==> src/rtl/smd_pad_reader.sv <==
// Mega Drive pad reader: walks the six-button select sequence,
// samples the pad lines and publishes a decoded button snapshot.
module smd_pad_reader #(
  parameter int CLK_FREQ = 20000000,
  parameter int POLL_HZ  = 60,
  parameter int PHASE_US = 10
) (
  input  logic        clk,
  input  logic        rst,
  input  logic [5:0]  p,
  output logic        p7,
  output logic [11:0] btn,
  output logic        six_btn,
  output logic        pad_present,
  output logic        valid,
  output logic        busy
);

  localparam int POLL_CYCLES = CLK_FREQ / POLL_HZ;
  localparam int SETTLE = CLK_FREQ / 1000000 * PHASE_US;
  localparam int CW = $clog2(POLL_CYCLES);
  localparam int SW = $clog2(SETTLE);
  localparam logic [CW-1:0] POLL_LAST = CW'(POLL_CYCLES - 1);
  localparam logic [SW-1:0] SETTLE_LAST = SW'(SETTLE - 1);

  typedef enum logic [1:0] {IDLE, PHASE, DONE} state_t;

  state_t state, state_n;

  logic [5:0]    p_s1, p_s2;
  logic [CW-1:0] poll_cnt;
  logic [SW-1:0] settle;
  logic [2:0]    k;
  logic          poll_hit;
  logic          start, sample, last;

  logic [5:0] h0;
  logic [3:0] l0;
  logic [3:0] l1, h2, l2;

  logic [11:0] dec_btn;
  logic        dec_six, dec_present;

  always_ff @(posedge clk or posedge rst) begin
    if (rst) begin
      p_s1 <= 6'h3F;
      p_s2 <= 6'h3F;
    end else begin
      p_s1 <= p;
      p_s2 <= p_s1;
    end
  end

  always_ff @(posedge clk or posedge rst) begin
    if (rst)
      poll_cnt <= '0;
    else if (poll_hit)
      poll_cnt <= POLL_LAST;
    else
      poll_cnt <= poll_cnt - CW'(1);
  end

  assign poll_hit = (poll_cnt == '0);

  always_ff @(posedge clk or posedge rst) begin
    if (rst)
      state <= IDLE;
    else
      state <= state_n;
  end

  always_comb begin
    state_n = state;
    start   = 1'b0;
    sample  = 1'b0;
    last    = 1'b0;
    unique case (state)
      IDLE: begin
        if (poll_hit) begin
          state_n = PHASE;
          start   = 1'b1;
        end
      end
      PHASE: begin
        if (settle == SETTLE_LAST) begin
          sample = 1'b1;
          if (k == 3'd7) begin
            state_n = DONE;
            last    = 1'b1;
          end
        end
      end
      DONE: state_n = IDLE;
      default: state_n = IDLE;
    endcase
  end

  assign busy = (state == PHASE);

  always_ff @(posedge clk or posedge rst) begin
    if (rst) begin
      k      <= '0;
      settle <= '0;
      p7     <= 1'b1;
      h0     <= 6'h3F;
      l0     <= 4'hF;
      l1     <= 4'hF;
      h2     <= 4'hF;
      l2     <= 4'hF;
    end else if (start) begin
      k      <= '0;
      settle <= '0;
      p7     <= 1'b1;
    end else if (state == PHASE) begin
      if (sample) begin
        case (k)
          3'd0: h0 <= p_s2;
          3'd1: l0 <= p_s2[3:0];
          3'd3: l1 <= p_s2[5:2];
          3'd4: h2 <= p_s2[5:2];
          3'd5: l2 <= p_s2[5:2];
          default: ;
        endcase
        settle <= '0;
        // next phase index is k+1, so odd next phase drives select low
        if (last) begin
          p7 <= 1'b1;
        end else begin
          k  <= k + 3'd1;
          p7 <= k[0];
        end
      end else begin
        settle <= settle + SW'(1);
      end
    end
  end

  always_comb begin
    dec_present = (l0[3:2] == 2'b00);
    dec_six = dec_present && (l1 == 4'h0) && (l2 == 4'hF);
    dec_btn = 12'hFFF;
    if (dec_present) begin
      dec_btn = {4'hF, l0[0], h0[0], h0[1], l0[1],
                 h0[2], h0[3], h0[4], h0[5]};
      if (dec_six)
        dec_btn[11:8] = {h2[0], h2[3], h2[2], h2[1]};
    end
  end

  always_ff @(posedge clk or posedge rst) begin
    if (rst) begin
      btn         <= 12'hFFF;
      six_btn     <= 1'b0;
      pad_present <= 1'b0;
      valid       <= 1'b0;
    end else begin
      valid <= last;
      if (last) begin
        btn         <= dec_btn;
        six_btn     <= dec_six;
        pad_present <= dec_present;
      end
    end
  end

endmodule
==> config.mk <==
export PLATFORM = sky130hd
export DESIGN_NAME = smd_pad_reader
export DESIGN_NICKNAME = d
export VERILOG_FILES = /design/src/rtl/smd_pad_reader.sv
export SDC_FILE = /design/constraint.sdc
export NUM_CORES = 1
export LEC_CHECK = 0
export ABC_AREA = 1
export CAP_MARGIN = 20
export CORE_AREA = 4 4 92 94
export DETAILED_ROUTE_END_ITERATION = 10
export DIE_AREA = 0 0 96 98
export PLACE_DENSITY_LB_ADDON = 0.05
export SLEW_MARGIN = 5
export SYNTH_ARGS = -nofsm -noshare
export SYNTH_HDL_FRONTEND = slang
export SYNTH_SLANG_ARGS = --single-unit
==> constraint.sdc <==
create_clock -name clk -period 4.65 [get_ports clk]
set_input_delay 0.93 -clock clk [delete_from_list [all_inputs] [get_ports clk]]
set_output_delay 0.93 -clock clk [all_outputs]
set_load 0.005 [all_outputs]
==> flow_summary.json <==
{
  "via_count": 2831,
  "worst_pin_slew_ns": 0.919,
  "hold_viol": 0,
  "grt_pass1_wl_um": 12100,
  "drv_slew": 0,
  "synth-simple-area-share": 0.275,
  "critPathLaunchType": "register",
  "yosysSeqAreaShare": 0.564,
  "die_area_um2": 9410,
  "n_antenna_cell": 0,
  "grt_pass1_vias": 2595,
  "hold_class": "register to register",
  "hold_buffers": 0,
  "dp_hpwl_um": 4950,
  "irDropWorstVdd_uv": 202,
  "synth_area_um2": 3740,
  "criticalPathCategory": "register to output port",
  "path_clk_slew_ns": 0.09,
  "synthXorXnorAreaFrac": 0.0140,
  "ys_dominant_reg_cell": "dfstp_2",
  "synth_top_family_by_area": "simple AND/OR/NAND/NOR gates",
  "die_w_um": 96,
  "wire_per_inst_um": 12.1,
  "fmax_mhz": 350,
  "ant_nets": 0,
  "ff2ff_setup_slack_ns": 2.29,
  "power_density_nw_per_um2": 287,
  "antenna_found_initial": 0,
  "crit_fanout": 12,
  "setup_viol": 0,
  "gp_congestion": 0.831,
  "clockBufferDepth": 2,
  "postCtsSetupRepairBufs": 0,
  "initial_core_util": 0.489,
  "htreeDepth": 3,
  "yosys-mux-area-fraction": 0,
  "setup_tns_ns": 0,
  "synth_most_common_cell": "nand2_1",
  "worst_setup_path_end_kind": "output port",
  "io_pins": 25,
  "drv_cap": 0,
  "die_y_um": 98,
  "synth_area_leader_cell": "dfstp_2",
  "timing.clock.skew_ns": 0.00963,
  "synth_cells": 438,
  "synth_edf_count": 0,
  "synth_cell_types": 24,
  "synthArstFlopShare": 1.00,
  "post-route-min-period_ns": 2.86,
  "ys_top_cells_by_area": "dfstp_2, dfrtp_1, nand2_1",
  "drive_gt1_frac": 0.167,
  "cts_sinks": 82,
  "hold_ws_ns": 0.355,
  "synth_compound_area_frac": 0.0642,
  "insertion_delay_ns": 0.36,
  "wl_um": 6950,
  "cts_root_buffer": "clkbuf_8",
  "status": "completed",
  "drtPass1Iterations": 4,
  "synth_top_cell_area_share": 0.330,
  "syn_to_final_growth_pct": 13.9,
  "fp.coreArea_um2": 7650,
  "post-route-drc-count": 0,
  "critPathRequiredTime_ns": 3.72,
  "cts_tree": "built",
  "slew_headroom": 0.387,
  "cellLeakagePower_uw": 0.00188,
  "drt_iter0_drc": 68,
  "arrival_ns": 1.93,
  "vias_per_cell": 4.93,
  "num_rows": 32,
  "synth_fa_ha_area_frac": 0.0267,
  "gr-total-overflow": 0,
  "synth.avg_cell_area_um2": 8.54,
  "yosys_warnings": 0,
  "yosys-top-cells-count": "nand2_1, nor2_1, dfstp_2",
  "cts_resized": 0,
  "grt_setup_unrepaired": "no",
  "period_share": 0.615,
  "io_buffers": 24,
  "numCtsBuffers": 9,
  "synth_nets": 454,
  "grt_max_degree": 57,
  "track_usage": 0.162,
  "final_nets": 483,
  "ys_ff_latch": 82
}
## area by class of cell
cell class / count / area, µm²
Fill cell: 713 / 3380
Sequential cell: 82 / 2110
Multi-Input combinational cell: 302 / 1420
Timing Repair Buffer: 25 / 248
Inverter: 47 / 178
Clock buffer: 10 / 128
Tap cell: 102 / 128
Clock inverter: 6 / 48.8
## layout by cell type (no fill, tap or decap), types with 6 or more instances in the layout
cell	netlist	final
clkbuf_8	0	9
clkdlybuf4s50_1	0	24
dfrtp_1	35	35
dfstp_2	47	47
ha_1	8	8
inv_1	46	45
nand2_1	109	109
nand3_1	42	42
nand4_1	8	8
nor2_1	73	73
o21ai_0	32	32
o21ai_2	6	6
or2_2	7	7
## sequential cells by signal, summed over array words and instances (netlist names)
signal	count
settle	8
l1	4
p_s2	6
h2	4
p7	1
pad_present	1
l0	4
btn	12
valid	1
poll_cnt	19
k	3
state	2
l2	4
six_btn	1
h0	6
p_s1	6
## worst max-delay path, stage by stage (launching register included)
cell             delay (ns)
dfrtp_1                0.36
inv_1                  0.05
nand2_1                0.33
clkinv_1               0.32
clkdlybuf4s50_1        0.52
## metrics by stage
stage	total power, µW	util	setup slack [ns]	cells	instance area [µm²]
final	1220	0.557	1.79	574	4260
after global routing	1270	0.557	1.62	574	4260
after CTS	1240	0.557	1.78	574	4260
after detailed placement	763	0.534	2.18	558	4090
after global placement	762	0.534	2.21	558	4090
after floorplan	749	-	1.69	438	3740
## report_power, final
| group | total [µW] | internal (µW) | switching (µW) |
|---|---|---|---|
| sequential | 725 | 724 | 1.62 |
| clock | 475 | 201 | 274 |
| combinational | 23.6 | 6.13 | 17.4 |
| total | 1220 | 931 | 293 |
## cell families after synthesis
kind of cell,Yosys count
AO/OA/AOI/OAI,43
XOR/XNOR,6
adder cells (fa/ha/maj),8
buffers and inverters,54
flip-flops,82
AND/OR/NAND/NOR,245
## routing by layer
layer,GRT usage,part of all wire
met4,0.0460,0.012
met5,0,0
met1,0.230,0.49
met3,0.0393,0.037
met2,0.245,0.46
## worst paths after layout
kind	from	endpoint	depth (start not counted)
min in group asynchronous	rst	six_btn	2
max	state[1]	busy	4
min reg2reg	p_s1[0]	p_s2[0]	0
max reg2reg	settle[0]	btn[8]	7
max in group asynchronous	rst	p_s1[2]	3
min	p_s1[0]	p_s2[0]	0
Power figures use the tool's default switching activity.
